File: config.mk
export PLATFORM = sky130hd
export DESIGN_NAME = limn2600_sram_arbiter
export DESIGN_NICKNAME = d
export VERILOG_FILES = /design/src/rtl/limn2600_mem_pkg.sv /design/src/rtl/limn2600_rr_pick.sv /design/src/rtl/limn2600_sram_arbiter.sv
export SDC_FILE = /design/constraint.sdc
export NUM_CORES = 1
export LEC_CHECK = 0
export BUFFER_PORTS_ARGS = -buffer_cell sky130_fd_sc_hd__buf_2
export CORE_MARGIN = 4
export CORE_UTILIZATION = 30
export DETAILED_ROUTE_END_ITERATION = 6
export GPL_TIMING_DRIVEN = 0
export PLACE_DENSITY = 0.63
export SLEW_MARGIN = 20
export SYNTH_ARGS = -nofsm -noshare
export SYNTH_HDL_FRONTEND = slang
export SYNTH_SLANG_ARGS = --single-unit
File: constraint.sdc
create_clock -name clk -period 4.4 [get_ports clk]
set_clock_uncertainty 0.15 [all_clocks]
set_input_delay 0.22 -clock clk [delete_from_list [all_inputs] [get_ports clk]]
set_output_delay 0.22 -clock clk [all_outputs]
set_load 0.05 [all_outputs]
File: src/rtl/limn2600_mem_pkg.sv
// Shared definitions for the Limn2600 SRAM arbiter: FSM state encoding,
// requester port indices, the command payload presented to the SRAM and
// a word-alignment helper.
package limn2600_mem_pkg;

    localparam int unsigned ADDR_W = 32;
    localparam int unsigned DATA_W = 32;

    typedef enum logic [1:0] {
        IDLE    = 2'd0,
        ACCESS  = 2'd1,
        RECOVER = 2'd2
    } arb_state_e;

    // Flat state constants; state registers are plain logic [1:0].
    localparam logic [1:0] ST_IDLE    = 2'(IDLE);
    localparam logic [1:0] ST_ACCESS  = 2'(ACCESS);
    localparam logic [1:0] ST_RECOVER = 2'(RECOVER);

    localparam logic PORT_IF = 1'b0;
    localparam logic PORT_DP = 1'b1;

    localparam logic [ADDR_W-1:0] WORD_ALIGN_MASK = 32'hFFFF_FFFC;

    // One SRAM word command as latched from the granted requester.
    typedef struct packed {
        logic              we;
        logic [ADDR_W-1:0] addr;
        logic [DATA_W-1:0] wdata;
    } mem_cmd_t;

    // True when the byte address does not point at a word boundary.
    function automatic logic is_misaligned(input logic [ADDR_W-1:0] addr);
        return (addr & ~WORD_ALIGN_MASK) != '0;
    endfunction

endpackage

File: src/rtl/limn2600_rr_pick.sv
// Two-way round-robin pick.
// Ports:
//   req[1:0]       request vector, indexed by PORT_IF / PORT_DP
//   last_grant     port granted most recently
//   grant_valid_c  at least one request is pending (combinational)
//   grant_c        port to grant this cycle (combinational)
module limn2600_rr_pick
    import limn2600_mem_pkg::*;
(
    input  logic [1:0] req,
    input  logic       last_grant,
    output logic       grant_valid_c,
    output logic       grant_c
);

    // A tie goes to whichever port was not served last.
    always_comb begin : pick
        grant_valid_c = |req;
        grant_c       = PORT_IF;
        if (req[PORT_DP] && req[PORT_IF]) begin
            grant_c = ~last_grant;
        end else if (req[PORT_DP]) begin
            grant_c = PORT_DP;
        end
    end

endmodule

File: src/rtl/limn2600_sram_arbiter.sv
// Arbitrates the single-ported limn2600 SRAM between instruction fetch (IF,
// read-only) and load/store (DP, read/write). One word access at a time;
// each request is answered with a one-cycle ack carrying read data or error.
// Ports:
//   clk, rst                  clock, asynchronous active-low reset
//   if_req/if_addr            IF request and byte address
//   if_ack/if_rdata/if_err    IF completion pulse, read data, error
//   dp_req/dp_we/dp_addr/dp_wdata  DP request, write enable, address, data
//   dp_ack/dp_rdata/dp_err    DP completion pulse, read data, error
//   mem_cs/mem_we/mem_addr/mem_wdata  SRAM command
//   mem_rdy/mem_rdata         SRAM ready and read data
module limn2600_sram_arbiter
    import limn2600_mem_pkg::*;
#(
    parameter int unsigned TIMEOUT_CYCLES = 16,
    parameter int unsigned TCNT_W         = 5
)
(
    input  logic              clk,
    input  logic              rst,

    input  logic              if_req,
    input  logic [ADDR_W-1:0] if_addr,
    output logic              if_ack,
    output logic [DATA_W-1:0] if_rdata,
    output logic              if_err,

    input  logic              dp_req,
    input  logic              dp_we,
    input  logic [ADDR_W-1:0] dp_addr,
    input  logic [DATA_W-1:0] dp_wdata,
    output logic              dp_ack,
    output logic [DATA_W-1:0] dp_rdata,
    output logic              dp_err,

    output logic              mem_cs,
    output logic              mem_we,
    output logic [ADDR_W-1:0] mem_addr,
    output logic [DATA_W-1:0] mem_wdata,
    input  logic              mem_rdy,
    input  logic [DATA_W-1:0] mem_rdata
);

    localparam logic [TCNT_W-1:0] TCNT_LAST = TCNT_W'(TIMEOUT_CYCLES - 1);

    logic [1:0]        state,      state_d;
    logic              owner,      owner_d;
    logic              last_grant, last_grant_d;
    logic [TCNT_W-1:0] tcnt,       tcnt_d;

    logic              mem_cs_d, mem_we_d;
    logic [ADDR_W-1:0] mem_addr_d;
    logic [DATA_W-1:0] mem_wdata_d;
    logic              if_ack_d, if_err_d, dp_ack_d, dp_err_d;
    logic [DATA_W-1:0] if_rdata_d, dp_rdata_d;

    logic              grant_valid_c;
    logic              grant_c;
    mem_cmd_t          sel_cmd_c;

    logic              rsp_ack_c;
    logic              rsp_err_c;
    logic              rsp_port_c;
    logic [DATA_W-1:0] rsp_rdata_c;

    limn2600_rr_pick u_rr_pick (
        .req           ({dp_req, if_req}),
        .last_grant    (last_grant),
        .grant_valid_c (grant_valid_c),
        .grant_c       (grant_c)
    );

    // Command of the port being granted; IF never writes.
    always_comb begin : cmd_mux
        sel_cmd_c.we    = 1'b0;
        sel_cmd_c.addr  = if_addr;
        sel_cmd_c.wdata = '0;
        if (grant_c == PORT_DP) begin
            sel_cmd_c.we    = dp_we;
            sel_cmd_c.addr  = dp_addr;
            sel_cmd_c.wdata = dp_wdata;
        end
    end

    // Next-state and next-output logic.
    always_comb begin : next_logic
        state_d      = state;
        owner_d      = owner;
        last_grant_d = last_grant;
        tcnt_d       = tcnt;
        mem_cs_d     = mem_cs;
        mem_we_d     = mem_we;
        mem_addr_d   = mem_addr;
        mem_wdata_d  = mem_wdata;
        if_ack_d     = 1'b0;
        if_err_d     = 1'b0;
        if_rdata_d   = '0;
        dp_ack_d     = 1'b0;
        dp_err_d     = 1'b0;
        dp_rdata_d   = '0;
        rsp_ack_c    = 1'b0;
        rsp_err_c    = 1'b0;
        rsp_port_c   = owner;
        rsp_rdata_c  = '0;

        case (state)
            ST_IDLE: begin
                if (grant_valid_c) begin
                    owner_d      = grant_c;
                    last_grant_d = grant_c;
                    if (is_misaligned(sel_cmd_c.addr)) begin
                        // Rejected without touching the SRAM.
                        rsp_ack_c  = 1'b1;
                        rsp_err_c  = 1'b1;
                        rsp_port_c = grant_c;
                        state_d    = ST_RECOVER;
                    end else begin
                        mem_cs_d    = 1'b1;
                        mem_we_d    = sel_cmd_c.we;
                        mem_addr_d  = sel_cmd_c.addr & WORD_ALIGN_MASK;
                        mem_wdata_d = sel_cmd_c.wdata;
                        tcnt_d      = '0;
                        state_d     = ST_ACCESS;
                    end
                end
            end

            ST_ACCESS: begin
                if (mem_rdy) begin
                    rsp_ack_c   = 1'b1;
                    rsp_rdata_c = mem_rdata;
                    mem_cs_d    = 1'b0;
                    mem_we_d    = 1'b0;
                    state_d     = ST_RECOVER;
                end else if (tcnt == TCNT_LAST) begin
                    rsp_ack_c = 1'b1;
                    rsp_err_c = 1'b1;
                    mem_cs_d  = 1'b0;
                    mem_we_d  = 1'b0;
                    state_d   = ST_RECOVER;
                end else begin
                    tcnt_d = tcnt + TCNT_W'(1);
                end
            end

            // SRAM sees cs one edge late, so rdy lingers a cycle after cs drops.
            ST_RECOVER: begin
                if (!mem_rdy) begin
                    state_d = ST_IDLE;
                end
            end

            default: state_d = ST_IDLE;
        endcase

        // Route the single response to its owner.
        if (rsp_ack_c) begin
            if (rsp_port_c == PORT_DP) begin
                dp_ack_d   = 1'b1;
                dp_err_d   = rsp_err_c;
                dp_rdata_d = rsp_rdata_c;
            end else begin
                if_ack_d   = 1'b1;
                if_err_d   = rsp_err_c;
                if_rdata_d = rsp_rdata_c;
            end
        end
    end

    // State and registered outputs.
    always_ff @(posedge clk or negedge rst) begin : regs
        if (!rst) begin
            state      <= ST_IDLE;
            owner      <= PORT_IF;
            last_grant <= PORT_IF;
            tcnt       <= '0;
            mem_cs     <= 1'b0;
            mem_we     <= 1'b0;
            mem_addr   <= '0;
            mem_wdata  <= '0;
            if_ack     <= 1'b0;
            if_err     <= 1'b0;
            if_rdata   <= '0;
            dp_ack     <= 1'b0;
            dp_err     <= 1'b0;
            dp_rdata   <= '0;
        end else begin
            state      <= state_d;
            owner      <= owner_d;
            last_grant <= last_grant_d;
            tcnt       <= tcnt_d;
            mem_cs     <= mem_cs_d;
            mem_we     <= mem_we_d;
            mem_addr   <= mem_addr_d;
            mem_wdata  <= mem_wdata_d;
            if_ack     <= if_ack_d;
            if_err     <= if_err_d;
            if_rdata   <= if_rdata_d;
            dp_ack     <= dp_ack_d;
            dp_err     <= dp_err_d;
            dp_rdata   <= dp_rdata_d;
        end
    end

endmodule
# Word-level counts from Yosys, hierarchy flattened
# Cells that the tools add are included.
dict set report word_totals {
  output_inout_bits 134
  in_bits 134
  ff_bits 140
}
dict set report op_classes {
  mux 46
  bitwise_logic 2
  n_eq_ne 9
  add_sub_neg 1
  n_reduce_logical 10
}
# operator count
set op_table {}
lappend op_table {{$mux 32} 6}
lappend op_table {{$mux 65} 1}
lappend op_table {{$reduce_bool 32->1} 1}
lappend op_table {{$mux 1} 24}
lappend op_table {{$mux 5} 4}
lappend op_table {{$mux 2} 5}
lappend op_table {{$ne 2x2->1 const B} 5}
lappend op_table {{$pmux 5 s2} 1}
lappend op_table {{$pmux 1 s2} 4}
lappend op_table {{$pmux 2 s3} 1}
lappend op_table {{$reduce_and 3->1} 2}
lappend op_table {{$add 5x1->5 const B} 1}
lappend op_table {{$eq 5x4->1 const B} 1}
lappend op_table {{$reduce_and 5->1} 1}
lappend op_table {{$reduce_and 4->1} 1}
lappend op_table {{$ne 3x3->1 const B} 1}
lappend op_table {{$eq 2x1->1 const B} 1}
lappend op_table {{$eq 2x2->1 const B} 1}
lappend op_table {{$logic_not 2->1} 1}
lappend op_table {{$not 1->1} 2}
lappend op_table {{$reduce_and 2->1} 1}
lappend op_table {{$reduce_bool 2->1} 1}
lappend op_table {{$reduce_or 2->1} 1}
lappend op_table {{$logic_and 1x1->1} 1}

# Longest topological paths before layout
dict set report logic_depth {
  word_depth 9
  mapped_depth 7
}

# Hierarchy
# A second synthesis with hierarchy kept.
dict set report hier_totals {
  hier_cells 390
  hier_area_um2 5504.0
}
# module cells_each n_inst area_per_inst_um2
set modules_own_cells {}
lappend modules_own_cells {limn2600_sram_arbiter 388 1 5490.3}
lappend modules_own_cells {limn2600_rr_pick 2 1 13.8}

# Least setup slack after synthesis
# Ideal clock, no wire load.
dict set report synth_path {
  path_type {register to register}
  start {register last_grant}
  end {register mem_addr[10]}
  setup_ns 0.127
  slack_ns 2.430
  stages_incl_launch_ff 6
  path_buffers 2
  period_less_slack_ns 1.970
  arrival_ns 1.693
  path_cell_list {dfrtp_1 a21boi_2 buf_6 clkbuf_1 mux2_2 mux2_1}
}
dict set report synth_via {
  elab_chain_len 6
}
# item line
set synth_lines {}
lappend synth_lines {{from (decl)} limn2600_sram_arbiter.sv:48} ;# logic last_grant, last_grant_d;
lappend synth_lines {{from (signal assigned)} limn2600_sram_arbiter.sv:190} ;# last_grant <= last_grant_d;
lappend synth_lines {{$not 1->1 *} limn2600_rr_pick.sv:21} ;# grant_c = ~last_grant;
lappend synth_lines {{$mux 1 *} limn2600_rr_pick.sv:20} ;# if (req[PORT_DP] && req[PORT_IF]) begin
lappend synth_lines {{$mux 65 *} limn2600_sram_arbiter.sv:78} ;# if (grant_c == PORT_DP) begin
lappend synth_lines {{$reduce_bool 32->1} limn2600_mem_pkg.sv:34} ;# return (addr & ~WORD_ALIGN_MASK) != '0;
lappend synth_lines {{$not 1->1 (no line)} --}
lappend synth_lines {{$reduce_and 3->1 (no line)} --}
lappend synth_lines {{to (signal assigned)} limn2600_sram_arbiter.sv:194} ;# mem_addr <= mem_addr_d;
lappend synth_lines {{to (decl)} limn2600_sram_arbiter.sv:38} ;# output logic [ADDR_W-1:0] mem_addr,
# Mark *: on every way between the ends. The rest lies on a longest branch, timed or not.
# A chain may end at the register's enable or synchronous reset.

# Final worst setup path
dict set report layout_path {
  start {input port dp_req}
  end {register mem_addr[25]}
}
dict set report layout_via {
  elab_chain_len 6
}
# item line
set layout_lines {}
lappend layout_lines {{from (decl)} limn2600_sram_arbiter.sv:28} ;# input logic dp_req,
lappend layout_lines {{$mux 1 / $logic_and 1x1->1 (equally long branches)} {limn2600_rr_pick.sv:22, limn2600_rr_pick.sv:20}}
lappend layout_lines {{$mux 1} limn2600_rr_pick.sv:20}
lappend layout_lines {{$mux 65} limn2600_sram_arbiter.sv:78}
lappend layout_lines {{$reduce_bool 32->1} limn2600_mem_pkg.sv:34}
lappend layout_lines {{$not 1->1 (no line)} --}
lappend layout_lines {{$reduce_and 3->1 (no line)} --}
# Parallel ways exist; a longest one is shown, timed or not.

==> results.json <==
{
  "status": "completed",
  "cts_buffer_depth": 2,
  "core-area_um2": 18200,
  "rsz0062_at_grt": "false",
  "worstMarginPinSlew_ns": 0.899,
  "cts_tree": "done",
  "syn_inst": 479,
  "ys_seq_area_frac": 0.624,
  "vias": 4970,
  "cts_resized": 0,
  "cts_setup_buffers": 0,
  "firstDrtPassIters": 4,
  "overflow": 0,
  "grt_pass1_vias": 5045,
  "place.port_buffers": 265,
  "whs_ns": 0.0140,
  "grtUsageMet3": 0.0444,
  "track_usage": 0.156,
  "maxCapViolations": 0,
  "utilization": 0.491,
  "drc": 0,
  "met1_usage": 0.190,
  "power_mw": 5.83,
  "ys.flop_type": "dfrtp_1",
  "initial_core_util": 0.308,
  "dieArea_um2": 21000,
  "slew_violations": 0,
  "grt_pass1_wl_um": 25600,
  "power.leakage_nw": 4.58,
  "path_class": "in -> reg",
  "grtUsageMet2": 0.267,
  "numCtsBuffers": 17,
  "die_y_um": 145,
  "critPathTopFamily": "buffers and inverters",
  "pwr-share-comb": 0.445,
  "antenna_left": 0,
  "p_clk_frac": 0.246,
  "path_max_fanout": 10,
  "finalHoldViolations": 0,
  "dpl.cell_count": 975,
  "synth_top_area_frac": 0.624,
  "avgSynthCellArea_um2": 11.7,
  "crit_chain": "dlygate4sd3_1 > buf_2 > a21boi_2 > buf_6 > clkbuf_1 > mux2_2 > dlygate4sd3_1 > mux2_1",
  "cts.sinks": 140,
  "period_share": 0.651,
  "cpMostUsedCell": "dlygate4sd3_1",
  "crit_buf_inv": 5,
  "slowest_stage": "dlygate4sd3_1",
  "grt_max_degree": 75,
  "finalSetupViolCount": 0,
  "slowest_delay_ns": 0.56,
  "antenna_found_initial": 0,
  "hpwl_um": 11500,
  "cp.required_ns": 4.55,
  "routed_wl_um": 17100,
  "vdd_drop_max_v": 0.000408,
  "n_antenna_cell": 0,
  "wl_per_cell_um": 15.3,
  "busiest_layer": "met2",
  "relSlewSlack": 0.399,
  "cts.htree.levels": 4,
  "startpoint_type": "input port",
  "regToRegSetupSlack_ns": 1.65,
  "switching_share": 0.464,
  "endpoint_kind": "flop",
  "clock_latency_ns": 0.41,
  "p_int_mw": 3.12,
  "avgViaCountPerCell": 4.46,
  "synth_top_cell_by_area": "dfrtp_1",
  "powerDensity_nw_per_um2": 652,
  "path_clk_slew_ns": 0.06,
  "synth.distinct_cells": 39,
  "synth_edf_count": 0,
  "critical_path_arrival_ns": 3.01,
  "fin_nets": 1009,
  "yosys_register_bits": 140,
  "final.min_clock_period_ns": 2.86,
  "ys_async_sr_fraction": 1.00,
  "first_iter_violations": 179,
  "fp.dieW_um": 145,
  "io_pins": 268,
  "gp_congestion": 0.788,
  "hold_class": "in -> reg",
  "setup_tns_ns": 0,
  "p_sw_mw": 2.71,
  "syn_to_final_growth_pct": 59.3,
  "num_rows": 49,
  "synth_area_leaders": "dfrtp_1 (62%), mux2_2 (7.2%), nor2_1 (4.9%)",
  "max_freq_mhz": 349,
  "cts_root_buffer": "clkbuf_16",
  "instances_no_fill": 1115,
  "p_seq_frac": 0.310,
  "fillers": 1641,
  "synth_warnings": 0,
  "synth_area_um2": 5620,
  "layout-drive-gt1-share": 0.401
}
[worst min-delay path: cells and delay by family]
family | cells | cell delay [ns]
mux | 2 | 0.26
buf+inv | 1 | 0.07
[cell usage in the layout, fill, tap and decap left out, types with 2 or more instances in the layout]
| cell | n |
|---|---|
| inv_1 | 2 |
| nor4b_1 | 2 |
| inv_8 | 5 |
| o21ai_0 | 35 |
| buf_6 | 6 |
| clkinv_4 | 3 |
| dlygate4sd3_1 | 108 |
| mux2_1 | 24 |
| a21oi_1 | 4 |
| ha_1 | 2 |
| nand3b_1 | 2 |
| xor2_1 | 2 |
| dfrtp_1 | 140 |
| buf_4 | 2 |
| nand2_1 | 68 |
| conb_1 | 2 |
| nor2_1 | 74 |
| inv_6 | 4 |
| clkbuf_1 | 18 |
| clkbuf_16 | 17 |
| o31ai_1 | 32 |
| buf_2 | 272 |
| mux2_2 | 36 |
[per-stage QoR]
stage	setup slack, ns	cell area, um^2
after floorplan	2.43	5620
after global placement	0.958	7230
after detailed placement	2.06	7270
after CTS	1.60	8950
after global routing	1.44	8950
final	1.54	8950
[repair_timing]
| item | 4_1_cts | 5_1_grt |
|---|---|---|
| endpoints found under the hold margin | 188 | 0 |
| hold buffers | 108 | 0 |
| setup endpoints to repair | 0 | 0 |
[cells in the mapped netlist (2+ instances only)]
cell and instances:
a21oi_1 4, buf_2 8, buf_4 2, buf_6 6, clkbuf_1 18, dfrtp_1 140, ha_1 2, inv_1 2
mux2_1 24, mux2_2 36, nand2_1 68, nand3b_1 2, nor2_1 74, nor4b_1 2, o21ai_0 35, o31ai_1 32
xor2_1 2
[kinds of logic after synthesis]
kind of cell,synth area share
other,0.000668
adders and majority gates,0.00445
DFF,0.624
and+or+nand+nor,0.110
muxes,0.126
xor gates and xnor gates,0.00312
AOI/OAI and AO/OA,0.0958
buffers and inverters,0.0359
[layer usage]
| metal | share of wire | wire length (um) | up-vias |
|---|---|---|---|
| met3 | 0.074 | 1260 | 19 |
| met2 | 0.50 | 8500 | 187 |
| met5 | 0 | 0 | - |
| met4 | 0.016 | 273 | 0 |
| met1 | 0.41 | 7080 | 2347 |
| li1 | - | - | 2417 |
[area by class of cell]
| cell class | count | area, um^2 | share of cell area |
|---|---|---|---|
| well taps | 229 | 287 | 0.0320 |
| clock inverters | 15 | 171 | 0.0192 |
| repair buffers | 374 | 2440 | 0.273 |
| flip-flops and latches | 140 | 3500 | 0.391 |
| inverters | 2 | 7.51 | 0.000839 |
| multi-input cells | 303 | 1920 | 0.214 |
| plain buffers | 35 | 194 | 0.0217 |
| clock buffers | 17 | 425 | 0.0475 |
[sequential cells by signal (all words and copies together), names as in the netlist]
| register | cells |
|---|---|
| mem_cs | 1 |
| if_ack | 1 |
| state | 2 |
| mem_addr | 30 |
| mem_wdata | 32 |
| dp_rdata | 32 |
| last_grant | 1 |
| if_err | 1 |
| dp_ack | 1 |
| mem_we | 1 |
| if_rdata | 32 |
| tcnt | 5 |
| dp_err | 1 |
[path summary, 6_finish.rpt]
check	startpoint	to	cells past startpoint
setup / recovery	dp_req	mem_addr[25]	8
hold / removal	dp_addr[8]	mem_addr[8]	3
setup reg to reg	last_grant	mem_addr[25]	6
hold reg to reg	mem_cs	mem_cs	1
max in group asynchronous	rst	mem_wdata[2]	3
min in group asynchronous	rst	dp_rdata[26]	2
[power by group through the flow]
| stage | clock network, mW | logic [mW] | registers, mW |
|---|---|---|---|
| after floorplan | 0 | 0.662 | 2.97 |
| after global placement | 0 | 2.51 | 1.81 |
| after detailed placement | 0 | 2.52 | 1.82 |
| after CTS | 1.48 | 2.61 | 1.81 |
| after global routing | 1.53 | 2.74 | 1.85 |
| final | 1.43 | 2.59 | 1.81 |
(Power assumes the default switching activity.)
